$ cat src/rtl/muldiv_unit_if.sv
// Decode-to-muldiv request/response bundle: op issue, HI/LO moves, stall and HI/LO readout.
interface muldiv_unit_if;
    logic        start;
    logic [1:0]  op;
    logic [31:0] rs_data;
    logic [31:0] rt_data;
    logic        mthi;
    logic        mtlo;
    logic        mf_req;
    logic        flush;
    logic        stall;
    logic        busy;
    logic [31:0] hi;
    logic [31:0] lo;

    modport master (
        output start, op, rs_data, rt_data, mthi, mtlo, mf_req, flush,
        input  stall, busy, hi, lo
    );

    modport slave (
        input  start, op, rs_data, rt_data, mthi, mtlo, mf_req, flush,
        output stall, busy, hi, lo
    );
endinterface

$ cat src/rtl/muldiv_unit.sv
// Iterative MULT/MULTU/DIV/DIVU sequencer owning architectural HI/LO.
// Define MULDIV_EARLY_OUT_EN to finish multiplies early and skip iterations on divide by zero.
module muldiv_unit #(
    parameter int unsigned RADIX_BITS = 1
) (
    input logic          clk,
    input logic          rst_n,
    muldiv_unit_if.slave bus
);
    localparam int unsigned ITERS    = 32 / RADIX_BITS;
    localparam logic [4:0]  LAST_CNT = 5'(ITERS - 1);

    typedef enum logic [1:0] {StIdle, StIter, StFixup} state_e;

    state_e      state_q, state_d;
    logic [4:0]  cnt_q, cnt_d;
    logic        is_div_q, is_div_d;
    logic        neg_res_q, neg_res_d;
    logic        neg_rem_q, neg_rem_d;
    logic        div0_q, div0_d;
    // mcand: shifting multiplicand, or the raw dividend kept for divide-by-zero.
    logic [63:0] mcand_q, mcand_d;
    // mplr: shifting multiplier, or the divisor magnitude.
    logic [31:0] mplr_q, mplr_d;
    // acc: product, or {remainder, dividend/quotient} during divide.
    logic [63:0] acc_q, acc_d;
    logic [31:0] hi_q, hi_d;
    logic [31:0] lo_q, lo_d;

    logic        signed_op, rs_neg, rt_neg;
    logic [31:0] rs_mag, rt_mag;

    assign signed_op = ~bus.op[0];
    assign rs_neg    = signed_op & bus.rs_data[31];
    assign rt_neg    = signed_op & bus.rt_data[31];
    assign rs_mag    = rs_neg ? (~bus.rs_data + 32'd1) : bus.rs_data;
    assign rt_mag    = rt_neg ? (~bus.rt_data + 32'd1) : bus.rt_data;

    logic [63:0] step_acc, step_a;
    logic [31:0] step_b;
    logic [64:0] shl;

    // One iteration of shift-add multiply or restoring divide, RADIX_BITS bits wide.
    always_comb begin
        step_acc = acc_q;
        step_a   = mcand_q;
        step_b   = mplr_q;
        shl      = '0;
        for (int unsigned i = 0; i < RADIX_BITS; i++) begin
            if (is_div_q) begin
                shl = {step_acc, 1'b0};
                if (shl[64:32] >= {1'b0, mplr_q}) begin
                    shl[64:32] = shl[64:32] - {1'b0, mplr_q};
                    shl[0]     = 1'b1;
                end
                step_acc = shl[63:0];
            end else begin
                if (step_b[0]) begin
                    step_acc = step_acc + step_a;
                end
                step_a = step_a << 1;
                step_b = step_b >> 1;
            end
        end
    end

    logic [63:0] prod_fix;
    logic [31:0] fix_hi, fix_lo;

    always_comb begin
        prod_fix = neg_res_q ? (~acc_q + 64'd1) : acc_q;
        fix_hi   = prod_fix[63:32];
        fix_lo   = prod_fix[31:0];
        if (div0_q) begin
            fix_hi = mcand_q[31:0];
            fix_lo = '1;
        end else if (is_div_q) begin
            fix_hi = neg_rem_q ? (~acc_q[63:32] + 32'd1) : acc_q[63:32];
            fix_lo = neg_res_q ? (~acc_q[31:0] + 32'd1) : acc_q[31:0];
        end
    end

    always_comb begin
        state_d   = state_q;
        cnt_d     = cnt_q;
        is_div_d  = is_div_q;
        neg_res_d = neg_res_q;
        neg_rem_d = neg_rem_q;
        div0_d    = div0_q;
        mcand_d   = mcand_q;
        mplr_d    = mplr_q;
        acc_d     = acc_q;
        hi_d      = hi_q;
        lo_d      = lo_q;

        unique case (state_q)
            StIdle: begin
                if (bus.start) begin
                    is_div_d  = bus.op[1];
                    neg_res_d = rs_neg ^ rt_neg;
                    neg_rem_d = rs_neg;
                    div0_d    = bus.op[1] & (bus.rt_data == 32'd0);
                    mcand_d   = bus.op[1] ? {32'd0, bus.rs_data} : {32'd0, rs_mag};
                    mplr_d    = rt_mag;
                    acc_d     = bus.op[1] ? {32'd0, rs_mag} : 64'd0;
                    cnt_d     = '0;
                    state_d   = StIter;
`ifdef MULDIV_EARLY_OUT_EN
                    if (bus.op[1] && (bus.rt_data == 32'd0)) begin
                        state_d = StFixup;
                    end
`endif
                end else begin
                    if (bus.mthi) hi_d = bus.rs_data;
                    if (bus.mtlo) lo_d = bus.rs_data;
                end
            end
            StIter: begin
                acc_d   = step_acc;
                mcand_d = step_a;
                mplr_d  = step_b;
                cnt_d   = cnt_q + 5'd1;
                if (cnt_q == LAST_CNT) begin
                    state_d = StFixup;
                end
`ifdef MULDIV_EARLY_OUT_EN
                if (!is_div_q && (step_b == 32'd0)) begin
                    state_d = StFixup;
                end
`endif
            end
            StFixup: begin
                hi_d    = fix_hi;
                lo_d    = fix_lo;
                cnt_d   = '0;
                state_d = StIdle;
            end
            default: state_d = StIdle;
        endcase

        // Flush aborts everything, including a pending start or MT write.
        if (bus.flush) begin
            state_d = StIdle;
            cnt_d   = '0;
            hi_d    = hi_q;
            lo_d    = lo_q;
        end
    end

    always_ff @(posedge clk or negedge rst_n) begin
        if (!rst_n) begin
            state_q   <= StIdle;
            cnt_q     <= '0;
            is_div_q  <= 1'b0;
            neg_res_q <= 1'b0;
            neg_rem_q <= 1'b0;
            div0_q    <= 1'b0;
            mcand_q   <= '0;
            mplr_q    <= '0;
            acc_q     <= '0;
            hi_q      <= '0;
            lo_q      <= '0;
        end else begin
            state_q   <= state_d;
            cnt_q     <= cnt_d;
            is_div_q  <= is_div_d;
            neg_res_q <= neg_res_d;
            neg_rem_q <= neg_rem_d;
            div0_q    <= div0_d;
            mcand_q   <= mcand_d;
            mplr_q    <= mplr_d;
            acc_q     <= acc_d;
            hi_q      <= hi_d;
            lo_q      <= lo_d;
        end
    end

    assign bus.busy  = (state_q != StIdle);
    assign bus.stall = bus.busy & (bus.start | bus.mf_req | bus.mthi | bus.mtlo);
    assign bus.hi    = hi_q;
    assign bus.lo    = lo_q;
endmodule
$ cat src/flat_wrapper.sv
// flat-port wrapper written by rule: the top's interface ports become plain ports
module muldiv_unit_flat 
#(
    parameter int unsigned RADIX_BITS = 1
)
  (clk, rst_n, bus_start, bus_op, bus_rs_data, bus_rt_data, bus_mthi, bus_mtlo, bus_mf_req, bus_flush, bus_stall, bus_busy, bus_hi, bus_lo);
  muldiv_unit_if bus_i ();
  input logic clk;
  input logic rst_n;
  input wire logic [$bits(bus_i.start)-1:0] bus_start;
  input wire logic [$bits(bus_i.op)-1:0] bus_op;
  input wire logic [$bits(bus_i.rs_data)-1:0] bus_rs_data;
  input wire logic [$bits(bus_i.rt_data)-1:0] bus_rt_data;
  input wire logic [$bits(bus_i.mthi)-1:0] bus_mthi;
  input wire logic [$bits(bus_i.mtlo)-1:0] bus_mtlo;
  input wire logic [$bits(bus_i.mf_req)-1:0] bus_mf_req;
  input wire logic [$bits(bus_i.flush)-1:0] bus_flush;
  output wire logic [$bits(bus_i.stall)-1:0] bus_stall;
  output wire logic [$bits(bus_i.busy)-1:0] bus_busy;
  output wire logic [$bits(bus_i.hi)-1:0] bus_hi;
  output wire logic [$bits(bus_i.lo)-1:0] bus_lo;
  assign bus_i.start = bus_start;
  assign bus_i.op = bus_op;
  assign bus_i.rs_data = bus_rs_data;
  assign bus_i.rt_data = bus_rt_data;
  assign bus_i.mthi = bus_mthi;
  assign bus_i.mtlo = bus_mtlo;
  assign bus_i.mf_req = bus_mf_req;
  assign bus_i.flush = bus_flush;
  assign bus_stall = bus_i.stall;
  assign bus_busy = bus_i.busy;
  assign bus_hi = bus_i.hi;
  assign bus_lo = bus_i.lo;
  muldiv_unit #(.RADIX_BITS(RADIX_BITS)) u_core (.clk(clk), .rst_n(rst_n), .bus(bus_i));
endmodule
$ cat config.mk
export PLATFORM = sky130hd
export DESIGN_NAME = muldiv_unit_flat
export DESIGN_NICKNAME = d
export VERILOG_FILES = /design/src/rtl/muldiv_unit_if.sv /design/src/rtl/muldiv_unit.sv /design/src/flat_wrapper.sv
export SDC_FILE = /design/constraint.sdc
export NUM_CORES = 1
export LEC_CHECK = 0
export CAP_MARGIN = 40
export CORE_MARGIN = 2
export CORE_UTILIZATION = 40
export CTS_CLUSTER_SIZE = 8
export DETAILED_ROUTE_END_ITERATION = 6
export SLEW_MARGIN = 20
export SYNTH_ARGS = -nofsm -noshare
export SYNTH_HDL_FRONTEND = slang
export SYNTH_SLANG_ARGS = --single-unit
$ cat constraint.sdc
create_clock -name clk -period 6.7 [get_ports clk]
set_input_delay 0.67 -clock clk [delete_from_list [all_inputs] [get_ports clk]]
set_output_delay 0.67 -clock clk [all_outputs]
set_load 0.01 [all_outputs]
# Word level (Yosys, flattened, before mapping)
# Index checks and enable logic that the tools add are counted.
classes:
  n_reduce_logical: 13
  eq_ne: 11
  n_bitwise: 15
  muxes: 36
  addsub: 8
  magnitude_cmp: 1
op_table:
  columns: ["op", "count"]
  rows:
  - ["32-bit 2-to-1 mux", 17]
  - ["64-bit 2-to-1 mux", 6]
  - ["64-bit case mux with 2 select lines", 2]
  - ["32-bit case mux with 2 select lines", 3]
  - ["32-bit by 1-bit adder with 32-bit output (second input constant)", 4]
  - ["32-bit inverter", 4]
  - ["64-bit by 1-bit adder with 64-bit output (second input constant)", 1]
  - ["64-bit adder", 1]
  - ["64-bit inverter", 1]
  - ["33-bit by 32-bit >= comparator with 1-bit output", 1]
  - ["32-bit zero test", 1]
  - ["32-bit subtractor", 1]
  - ["5-bit case mux with 3 select lines", 1]
  - ["5-bit 2-to-1 mux", 2]
  - ["2-bit inequality test (second input constant)", 5]
  - ["4-bit AND reduction", 2]
  - ["2-bit 2-to-1 mux", 3]
  - ["2-bit AND reduction", 3]
  - ["3-bit AND reduction", 2]
  - ["2-bit nonzero test", 3]
  - ["5-bit by 1-bit adder with 5-bit output (second input constant)", 1]
  - ["5-bit equality test (second input constant)", 1]
  - ["1-bit bitwise AND", 4]
  - ["2-bit case mux with 2 select lines", 1]
  - ["11 further kinds", 14]
totals:
  inputBits: 73
  ff_bits: 235
  elab_cells: 95
  out_inout_bits: 66

# Depth between registers and ports, before layout
depth:
  depth_word: 6
  depth_mapped: 15
  mapped_depth_nobuf: 14

# Worst setup path after synthesis
# No wires, ideal clock.
synth_path:
  path_kind: "input-to-reg"
  from: "input bus_rs_data[1]"
  to: "register u_core.acc_q[30]"
  slack_ps: 3358
  path_buffers: 0
  cell_stages: 12
  arrival_time_ps: 3206
  setup_ps: 136
  required_ps: 6564
  path_cell_list: "inv_1 > ha_1 > or3b_2 > or4_1 > nor3_2 > nand2_1 > or2_1 > o41a_1 > xnor2_1 > nor2_1 > a221oi_1 > o21ai_0"
synth_via:
  elab_chain_len: 6
synth_rtl:
  columns: ["item", "line", "rtl"]
  rows:
  - ["start, declared", "flat_wrapper.sv:12", "input wire logic [$bits(bus_i.rs_data)-1:0] bus_rs_data;"]
  - ["32-bit inverter", "muldiv_unit.sv:36", "assign rs_mag = rs_neg ? (~bus.rs_data + 32'd1) : bus.rs_data;"]
  - ["32-bit by 1-bit adder with 32-bit output", "muldiv_unit.sv:36", null]
  - ["32-bit 2-to-1 mux", "muldiv_unit.sv:36", null]
  - ["32-bit 2-to-1 mux", "muldiv_unit.sv:105", "acc_d = bus.op[1] ? {32'd0, rs_mag} : 64'd0;"]
  - ["64-bit 2-to-1 mux", "muldiv_unit.sv:98", "if (bus.start) begin"]
  - ["64-bit case mux with 2 select lines", "muldiv_unit.sv:96", "unique case (state_q)"]
  - ["end signal, assigned", "muldiv_unit.sv:160", "acc_q <= '0;"]
  - ["end signal, assigned", "muldiv_unit.sv:172", "acc_q <= acc_d;"]
  - ["end, declared", "muldiv_unit.sv:26", "logic [63:0] acc_q, acc_d;"]
# Every way passes these cells. The select of a mux whose other input is x is not followed.
# A chain may end at the register's enable or synchronous reset.

# Final worst setup path
layout_path:
  from: "register u_core.acc_q[37]"
  to: "register u_core.acc_q[63]"
layout_via:
  elab_chain_len: 4
  elab_cells_between_ends: 7
  classes_between: "add/sub (2); order compare (1); mux (4)"
layout_rtl:
  columns: ["item", "line", "rtl"]
  rows:
  - ["64-bit adder, or another cell as far along", "muldiv_unit.sv:59", "step_acc = step_acc + step_a;"]
  - ["64-bit 2-to-1 mux / 32-bit 2-to-1 mux (equally long branches)", "muldiv_unit.sv:58, muldiv_unit.sv:52", null]
  - ["64-bit 2-to-1 mux (*)", "muldiv_unit.sv:50", "if (is_div_q) begin"]
  - ["64-bit case mux with 2 select lines (*)", "muldiv_unit.sv:96", null]
# Every way passes the cells marked *; elsewhere a longest branch is shown, timed or not. The select of a mux whose other input is x is not followed.

==> metrics.cfg <==
[route]
route.detailed.drc=0
wire_per_inst_um=23.4
vias=19953
viasPerCell=6.11
dr.pass1.iters=6
wirelength_um=76300
drt_iter0_drc=1989
ant_nets=0

[synth]
syn_area_mm2=0.0200
synth-edff-count=0
synth-seq-cells=235
synth_ff_type=dfrtp_1
synth_nets=2726
avgSynthCellArea_um2=7.85
ys_warn_count=0
synth_cell_types=85
syn-instance-count=2546
ys_seq_area_share_pct=29.4
async_reset_ff_share_pct=100

[global_route]
grt_usage_pct=29.6
grt_pass1_wl_um=117000
antenna_found_initial=1
grt_max_degree=130
overflow=0
grt_pass1_vias=19307

[cells_and_area]
regArea_mm2=0.00588
multiInputGateArea_mm2=0.0132
layout_commonest_cell=o21ai_0
diodes=0
final_cell_mix=o21ai_0 (319), nand2_1 (318), a21oi_1 (242), dfrtp_1 (233), nor2_1 (178)
num-nets-final=2774
postLayoutCellArea_mm2=0.0229
final.fill_count=4948
drive_gt1_share_pct=4.96
area_delta_synth_final_pct=14.7

[critical_path]
startpoint=u_core.acc_q[37]$_DFFE_PN0P_
cp_cell_sequence=ha_1 > a2111o_1 > o211ai_1 > a31oi_1 > a311oi_1 > o21bai_1 > a21boi_0 > xor2_1 > a2111oi_0 > a2111o_1
critPathMaxStageDelay_ns=0.74
crit_required_ns=7.15
cp_slowest_cell=a311oi_1
rrSetupSlack_ns=2.56
r2r-end=u_core.acc_q[63]$_DFFE_PN0P_
cp.depth=10
start_kind=register
cp_top_family=compound AO/OA/AOI/OAI gates
worst_r2r_path_depth=10
crit_path_end=u_core.acc_q[63]$_DFFE_PN0P_
cp_max_fo=9
critPathKind=reg -> reg
end_kind=register
cpMostUsedCell=a2111o_1
arrival_ns=4.58
r2r-start=u_core.acc_q[37]$_DFFE_PN0P_
path_buf_inv=0

[floorplan]
rows=81
initial_utilization_pct=40.6
fp.dieW_um=227
die_h_um=227
core_mm2=0.0492
die_area_mm2=0.0517
io_pins=139

[place]
placed_area_mm2=0.0218
port_buffers=138
post-dp-hpwl_um=57200
gp_congestion=0.973

[clocking]
cts_tree=yes
htreeDepth=2
ctsHoldBuffers=0
clk_latency_ns=0.57
root_buffer=clkbuf_16
cts_buffers=35
cts.clk_slew.worst_paths_ns=0.05
cts_resized=0
cts_setup_buffers=0
clk_path_buf_depth=3
cts.sinks=235

[sta]
fmax_mhz=242
setup_violations=0
rsz0062_at_grt=no
finalMaxSlewViolations=0
fin_worst_skew_ns=0.0379
maxSlewHeadroom_pct=44.6
tightest_slew_ns=0.831
finalCritPeriodShare_pct=61.8
period_needed_ns=4.14
timing.final.hold_violations=0
fin_setup_tns_ns=0
whs_ns=0.0243

[hold_path]
worstHoldPathType=in -> async

[job]
max_cap_viol_count=0

[pwr]
leakagePower_nw=9.65
power.density_mw_per_mm2=362
peakVddDrop_v=0.000181

[outcome]
status=finished clean

-- worst min-delay path by stage --
stage,end,depth (start not counted),start
global route,u_core.bus.lo[5]$_DFFE_PN0P_,1,rst_n
finish,u_core.bus.lo[5]$_DFFE_PN0P_,1,rst_n
CTS,u_core.bus.lo[5]$_DFFE_PN0P_,1,rst_n
floorplan,u_core.acc_q[0]$_DFFE_PN0P_,0,rst_n
detailed placement,u_core.bus.lo[20]$_DFFE_PN0P_,1,u_core.bus.lo[20]$_DFFE_PN0P_
global placement,u_core.bus.lo[31]$_DFFE_PN0P_,2,u_core.bus.lo[31]$_DFFE_PN0P_
-- metal layers --
metal / GRT usage [%] / vias to the layer above / share of wire (%) / wire length [µm]
met5: 0 / - / 0 / 0
met2: 49.7 / 744 / 47 / 36100
li1: - / 9352 / - / -
met1: 38.1 / 9656 / 42 / 32000
met3: 3.48 / 201 / 5.9 / 4520
met4: 14.0 / 0 / 4.9 / 3700
-- cells in the mapped netlist (all sizes together), types with 40 or more instances --
| library cell | count | area share [%] |
|---|---|---|
| clkbuf | 146 | 2.9 |
| xor2 | 92 | 4.0 |
| a21oi | 242 | 6.1 |
| inv | 70 | 1.3 |
| o21ai | 324 | 8.1 |
| dfrtp | 235 | 29 |
| xnor2 | 127 | 5.6 |
| nand2 | 318 | 6.0 |
| ha | 105 | 6.6 |
| mux2i | 40 | 2.0 |
| a22o | 44 | 1.9 |
| nor2 | 179 | 3.4 |
| a21o | 51 | 1.9 |
-- power by group --
group / leakage, nW / switching (mW) / total, mW / internal (mW)
Clock: 0.453 / 0.681 / 1.62 / 0.938
Combinational: 6.17 / 2.59 / 4.28 / 1.68
Sequential: 3.03 / 0.594 / 2.40 / 1.80
Total: 9.65 / 3.87 / 8.29 / 4.42
-- state kept, by name, summed over array words and instances, names as in the netlist, 2 cells and up --
name	flops
u_core.state_q	2
u_core.bus.hi	32
u_core.mplr_q	32
u_core.bus.lo	32
u_core.cnt_q	5
u_core.acc_q	64
u_core.mcand_q	64
-- per-stage QoR --
stage	util, %	std cells	power, mW	setup WS, ns
final	46.6	3265	8.29	2.56
after global routing	46.6	3265	8.82	2.42
after CTS	46.3	3258	8.20	2.53
after detailed placement	44.4	3214	6.56	2.26
after global placement	44.2	3207	6.52	2.33
after floorplan	-	2546	5.07	3.36
-- final cells by class --
cell class                      count  share of cell area, %
Timing Repair Buffer              178                   7.94
Clock inverter                      2                  0.142
Inverter                           70                   1.15
Multi-Input combinational cell   2074                   57.5
Sequential cell                   235                   25.7
Clock buffer                       42                   3.94
Tap cell                          664                   3.63
-- kinds of logic (layout without fill, tap and decap cells) --
| group | after synthesis | after routing | synth area share (%) |
|---|---|---|---|
| buffers and inverters | 237 | 292 | 4.86 |
| and+or+nand+nor | 774 | 774 | 18.4 |
| xor gates and xnor gates | 219 | 219 | 9.60 |
| DFF | 235 | 235 | 29.4 |
| AOI/OAI and AO/OA | 929 | 929 | 28.7 |
| muxes | 45 | 45 | 2.29 |
| adders and majority gates | 107 | 107 | 6.78 |
Note: power is estimated with default switching activity, not from simulation.
